## src/rtl/mem_master.sv

```systemverilog
// mem_master: burst read/write initiator for the single-port word memory; MEM_MASTER_VERIFY_EN adds write read-back verify.
module mem_master #(
  parameter int WORD_SIZE = 16,
  parameter int ADDR_SIZE = 16,
  parameter int LEN_SIZE  = 8
) (
  input  logic                 clk,
  input  logic                 rst,
  input  logic                 req_valid,
  output logic                 req_ready,
  input  logic                 req_write,
  input  logic [ADDR_SIZE-1:0] req_addr,
  input  logic [LEN_SIZE-1:0]  req_len,
  input  logic                 wr_valid,
  output logic                 wr_ready,
  input  logic [WORD_SIZE-1:0] wr_data,
  output logic                 rd_valid,
  input  logic                 rd_ready,
  output logic [WORD_SIZE-1:0] rd_data,
  output logic                 done,
  output logic                 err,
  output logic [ADDR_SIZE-1:0] mem_addr,
  output logic [WORD_SIZE-1:0] mem_data_in,
  output logic                 mem_en_write,
  input  logic [WORD_SIZE-1:0] mem_data_out
);
`ifdef MEM_MASTER_VERIFY_EN
  typedef enum logic [2:0] {IDLE, WRITE, READ_ISSUE, READ_HOLD, VERIFY} state_t;
`else
  typedef enum logic [1:0] {IDLE, WRITE, READ_ISSUE, READ_HOLD} state_t;
`endif
  state_t state, state_n;
  logic [ADDR_SIZE-1:0] cur_addr;
  logic [LEN_SIZE-1:0] len, count;
  logic last, accept, advance;
  assign last = count == len;
  assign accept = state == IDLE && req_valid;
  assign req_ready = state == IDLE;
  assign wr_ready = state == WRITE;
  assign mem_en_write = state == WRITE && wr_valid;
  assign mem_addr = state == IDLE ? '0 : cur_addr;
  assign mem_data_in = wr_data;
  assign rd_valid = state == READ_HOLD;
  // advance marks the completion of a beat: address/count step or burst end
  always_comb begin
    state_n = state;
    advance = 1'b0;
    case (state)
      IDLE: state_n = req_valid ? (req_write ? WRITE : READ_ISSUE) : IDLE;
`ifdef MEM_MASTER_VERIFY_EN
      WRITE: state_n = wr_valid ? VERIFY : WRITE;
      VERIFY: begin
        advance = 1'b1;
        state_n = last ? IDLE : WRITE;
      end
`else
      WRITE: begin
        advance = wr_valid;
        state_n = wr_valid && last ? IDLE : WRITE;
      end
`endif
      READ_ISSUE: state_n = READ_HOLD;
      READ_HOLD: begin
        advance = rd_ready;
        state_n = rd_ready ? (last ? IDLE : READ_ISSUE) : READ_HOLD;
      end
      default: state_n = IDLE;
    endcase
  end
  always_ff @(posedge clk or negedge rst)
    if (!rst) state <= IDLE;
    else state <= state_n;
  always_ff @(posedge clk or negedge rst) begin
    if (!rst) begin
      cur_addr <= '0;
      len <= '0;
      count <= '0;
      rd_data <= '0;
      done <= 1'b0;
    end else begin
      done <= advance && last;
      if (accept) begin
        cur_addr <= req_addr;
        len <= req_len;
        count <= '0;
      end else if (advance && !last) begin
        cur_addr <= cur_addr + ADDR_SIZE'(1);
        count <= count + LEN_SIZE'(1);
      end
      if (state == READ_ISSUE) rd_data <= mem_data_out;
    end
  end
`ifdef MEM_MASTER_VERIFY_EN
  logic [WORD_SIZE-1:0] wr_latch;
  always_ff @(posedge clk or negedge rst) begin
    if (!rst) begin
      wr_latch <= '0;
      err <= 1'b0;
    end else begin
      if (mem_en_write) wr_latch <= wr_data;
      if (accept) err <= 1'b0;
      else if (state == VERIFY && mem_data_out != wr_latch) err <= 1'b1;
    end
  end
`else
  assign err = 1'b0;
`endif
endmodule

```

## config.mk

```make
export PLATFORM = sky130hd
export DESIGN_NAME = mem_master
export DESIGN_NICKNAME = d
export VERILOG_FILES = /design/src/rtl/mem_master.sv
export SDC_FILE = /design/constraint.sdc
export NUM_CORES = 1
export LEC_CHECK = 0
export CORE_UTILIZATION = 43
export DETAILED_ROUTE_END_ITERATION = 8
export PLACE_DENSITY = 0.8
export SYNTH_ARGS = -nofsm -noshare
export SYNTH_HDL_FRONTEND = slang
export SYNTH_SLANG_ARGS = --single-unit
```

## constraint.sdc

```tcl
create_clock -name clk -period 3.2 [get_ports clk]
set_input_delay 0.96 -clock clk [delete_from_list [all_inputs] [get_ports clk]]
set_output_delay 0.96 -clock clk [all_outputs]
set_load 0.02 [all_outputs]
```

=== Word-level counts from Yosys, hierarchy flattened ===
Cells that the tools add are included.

* Add/sub/neg operators: 2
* Equality and inequality tests: 4
* Multiplexer cells: 12
* Reductions and logical operators: 8

{| class="wikitable"
|+ Operators with widths
! operator !! count
|-
| $mux W16 || 3
|-
| $add A16 B1 Y16 const B || 1
|-
| $mux W8 || 2
|-
| $add A8 B1 Y8 const B || 1
|-
| $eq A8 B8 Y1 || 1
|-
| $mux W2 || 4
|-
| $pmux W2 S4 || 1
|-
| $logic_and A1 B1 Y1 || 5
|-
| $eq A2 B2 Y1 const B || 2
|-
| $eq A2 B1 Y1 const B || 1
|-
| $logic_not A2 Y1 || 1
|-
| $pmux W1 S2 || 1
|-
| $reduce_bool A2 Y1 || 1
|-
| $logic_not A1 Y1 || 1
|-
| $mux W1 || 1
|}

* Register bits after elaboration: 51
* Input port bits: 62
* Output and inout bits: 54
* Word-level logic and storage cells: 32

=== Longest topological paths before layout ===
* Depth after elaboration: 5
* Gate-level depth with buffers: 7
* Depth with buffers taken out: 5

=== Least setup slack after synthesis ===
No wires, ideal clock.

* Path kind: reg-to-output
* From: register state[0]
* To: output port mem_addr[10]
* Arrival time: 1504 ps
* Data required time: 2240 ps
* Setup slack: 736 ps
* Stages on the path, launching flop included: 5
* Buffers on the path: 2
* Cell sequence: dfrtp_1 buf_2 nor2_1 clkbuf_1 nor2b_1

* Cells in the longest elaborated chain, start to end: 2

{| class="wikitable"
|+ Ends and longest elaborated chain
! element !! RTL line !! text
|-
| start: declaration || 32 || <nowiki>state_t state, state_n;</nowiki>
|-
| start signal: assignment || 72 || <nowiki>else state <= state_n;</nowiki>
|-
| $logic_not A2 Y1 || -- ||
|-
| via req_ready || 10 || <nowiki>output logic req_ready,</nowiki>
|-
| $mux W16 || 41 || <nowiki>assign mem_addr = state == IDLE ? '0 : cur_addr;</nowiki>
|-
| end: declaration || 22 || <nowiki>output logic [ADDR_SIZE-1:0] mem_addr,</nowiki>
|}

The timed path passes the listed nets, and every way through them passes these cells.

=== Worst setup path in the final report ===
* From: register state[0]
* To: output port mem_addr[15]

* Cells in the longest elaborated chain, start to end: 2

{| class="wikitable"
|+ Ends and longest elaborated chain
! element !! RTL line
|-
| $logic_not A2 Y1 || 41
|-
| $mux W16 || 41
|}

No other way between the ends.

==> out/qor.yml <==
synth:
  async_flop_share: 1.000
  yosysTopAreaCell: "dfrtp_1"
  synth_edf_count: 0
  yosysSeqAreaShare: 0.4535
  ys.flop_type: "dfrtp_1"
  synthTopCellsByCount: "51 x dfrtp_1, 51 x nand2_1, 19 x buf_4, 19 x nor2_1, 16 x mux2_2"
  synthSimpleGateAreaFrac: 0.2001
  netlist.area_leader.share: 0.4535
  syn_inst: 287
  synth_mux_area_frac: 0.09426
  synth_top_family_by_area: "simple AND/OR/NAND/NOR gates"
  synth_area_um2: 2814
  yosys_warnings: 0
  synth-adder-area-share: 0.008893
  avgSynthCellArea_um2: 9.805
  ys_top_cells_by_area: "dfrtp_1 45%, nand2_1 6.8%, mux2_2 6.4%"
  yosys.cell_types.count: 37
  synth_compound_area_frac: 0.09337
  synth_nets: 351
  ys_ff_latch: 51
  synth_xor_area_frac: 0.07114
floorplanning:
  die_w_um: 82.90
  fp-row-count: 29
  coreArea_um2: 6350
  initial_core_util: 0.4432
  dieArea_um2: 6872
  fp.dieH_um: 82.90
  top_level_ports: 116
cells_and_area:
  seqCellArea_um2: 1276
  nets: 419
  fillCellCount: 560
  fin_area_um2: 3726
  fin_util: 0.5868
  multi_input_area_um2: 1320
  area_delta_synth_final_pct: 32.41
  layout-drive-gt1-share: 0.1264
  diodes: 0
routing:
  wirelength_um: 6016
  vias_per_cell: 5.127
  avgRoutedWirePerCell_um: 13.89
  vias: 2220
  drc: 0
  drt-initial-drc-count: 121
  dr.pass1.iters: 4
  ant_nets: 0
sta:
  relSlewSlack: 0.6421
  fin_skew_ns: 0.004800
  hold_viol: 0
  max_freq_mhz: 348.8
  fin_crit_ns: 2.867
  rsz0062_at_grt: "false"
  slew_viol_final: 0
  post-route-period-util: 0.8959
  setup_viol: 0
  setup-tns-final_ns: 0
  setup_slack_ns: 0.3333
  worst_pin_slew_ns: 0.5369
min_path:
  hold_class: "reg2reg"
  whs_path_depth: 2
placed_design:
  place_congestion: 0.8226
  hpwl_um: 4403
  place_ws_ns: 0.03422
  dpl_cell_area_um2: 3602
  port_buffers: 82
clock_tree:
  ctsHoldBuffers: 0
  cts_setup_buffers: 0
  clock-sinks: 51
  cts_root_buf: "clkbuf_8"
  clk_latency_ns: 0.31
  cts_htree_levels: 2
  clock_tree.buffer_depth: 2
  cts_buffers: 5
  clk_pin_slew_ns: 0.10
  cts_tree: "built"
  cts_resized: 0
grt:
  overflow: 0
  grt_pass1_wl_um: 10530
  grt_pass1_vias: 2236
  grt_antenna_before_repair: 0
  grt_max_degree: 33
  gr-usage-all-layers: 0.1879
run:
  max_cap_violations: 0
outcome:
  status: "completed"
power:
  total_power_uw: 3280
  vdd_drop_max_v: 0.0005830
  p_leak_uw: 0.001581
  cellPowerDensity_nw_per_um2: 880.2
critical_path:
  cp_max_fo: 19
  startpoint_type: "flop"
  crit_arrival_ns: 1.91
  end_kind: "primary output"
  cp_data_required_time_ns: 2.24
  rr_worst_depth: 6
  criticalPathCategory: "reg2out"
-- path summary, 6_finish.rpt --
check / slack, ns / startpoint / end
worst min register to register: 0.50 / len[6] / len[6]
worst min-delay path: 0.50 / len[6] / len[6]
max in group asynchronous: 1.84 / rst / cur_addr[0]
min in group asynchronous: 0.58 / rst / len[3]
worst max-delay path: 0.33 / state[0] / mem_addr[15]
worst max register to register: 1.25 / count[5] / cur_addr[13]
-- layer usage --
layer,vias up,track usage,part of all wire
met5,-,0,0
met4,0,0.08934,0.030
met3,20,0.04274,0.046
met2,61,0.3025,0.48
met1,1051,0.2399,0.44
li1,1088,-,-
-- stage by stage --
step           hold slack [ns]  instances
6_report                0.5025        433
5_1_grt                 0.5275        433
4_1_cts                 0.5090        433
3_5_place_dp            0.4859        425
3_3_place_gp            0.4824        425
2_1_floorplan           0.4655        287
-- final cells by class --
class / instances / area share
Clock buffer: 6 / 0.02216
Clock inverter: 2 / 0.01041
Inverter: 7 / 0.007052
Multi-Input combinational cell: 199 / 0.3543
Sequential cell: 51 / 0.3425
Tap cell: 77 / 0.02586
Timing Repair Buffer: 91 / 0.2377
-- logic make-up after synthesis --
family | after synthesis
AND/OR/NAND/NOR | 113
flip-flops | 51
AO/OA/AOI/OAI | 37
buffers and inverters | 37
multiplexers | 24
XOR/XNOR | 22
adder cells (fa/ha/maj) | 2
other | 1
-- cells in the final DEF, fill, tap and decap left out, drive strengths merged, types with 2 or more instances in the layout --
master,instances
a2111oi,3
a211oi,9
a21oi,9
a22oi,2
and2,6
and4,3
buf,10
clkbuf,6
clkdlybuf4s50,80
dfrtp,51
ha,2
inv,8
mux2,17
mux2i,7
nand2,52
nand3,6
nand4,6
nor2,19
nor2b,14
nor3,2
nor4,2
o21ai,10
xnor2,14
xor2,8
-- critical path, stage by stage, from the launching register on --
cell and delay, ns:
dfrtp_1 0.51, nor2_1 0.09, buf_4 0.21, nor2b_1 0.17
clkdlybuf4s50_1 0.62
-- sequential cells by signal (all words and copies together), names as in the netlist --
register / count
cur_addr: 16
rd_data: 16
count: 8
len: 8
state: 2
done: 1
-- where the power goes --
group / total (uW) / leakage, uW / internal [uW] / switching [uW]
sequential: 1180 / 0.000614 / 925 / 259
combinational: 1610 / 0.000906 / 810 / 801
clock: 484 / 0.0000618 / 257 / 227
total: 3280 / 0.00158 / 1990 / 1290
(Power assumes the default switching activity.)
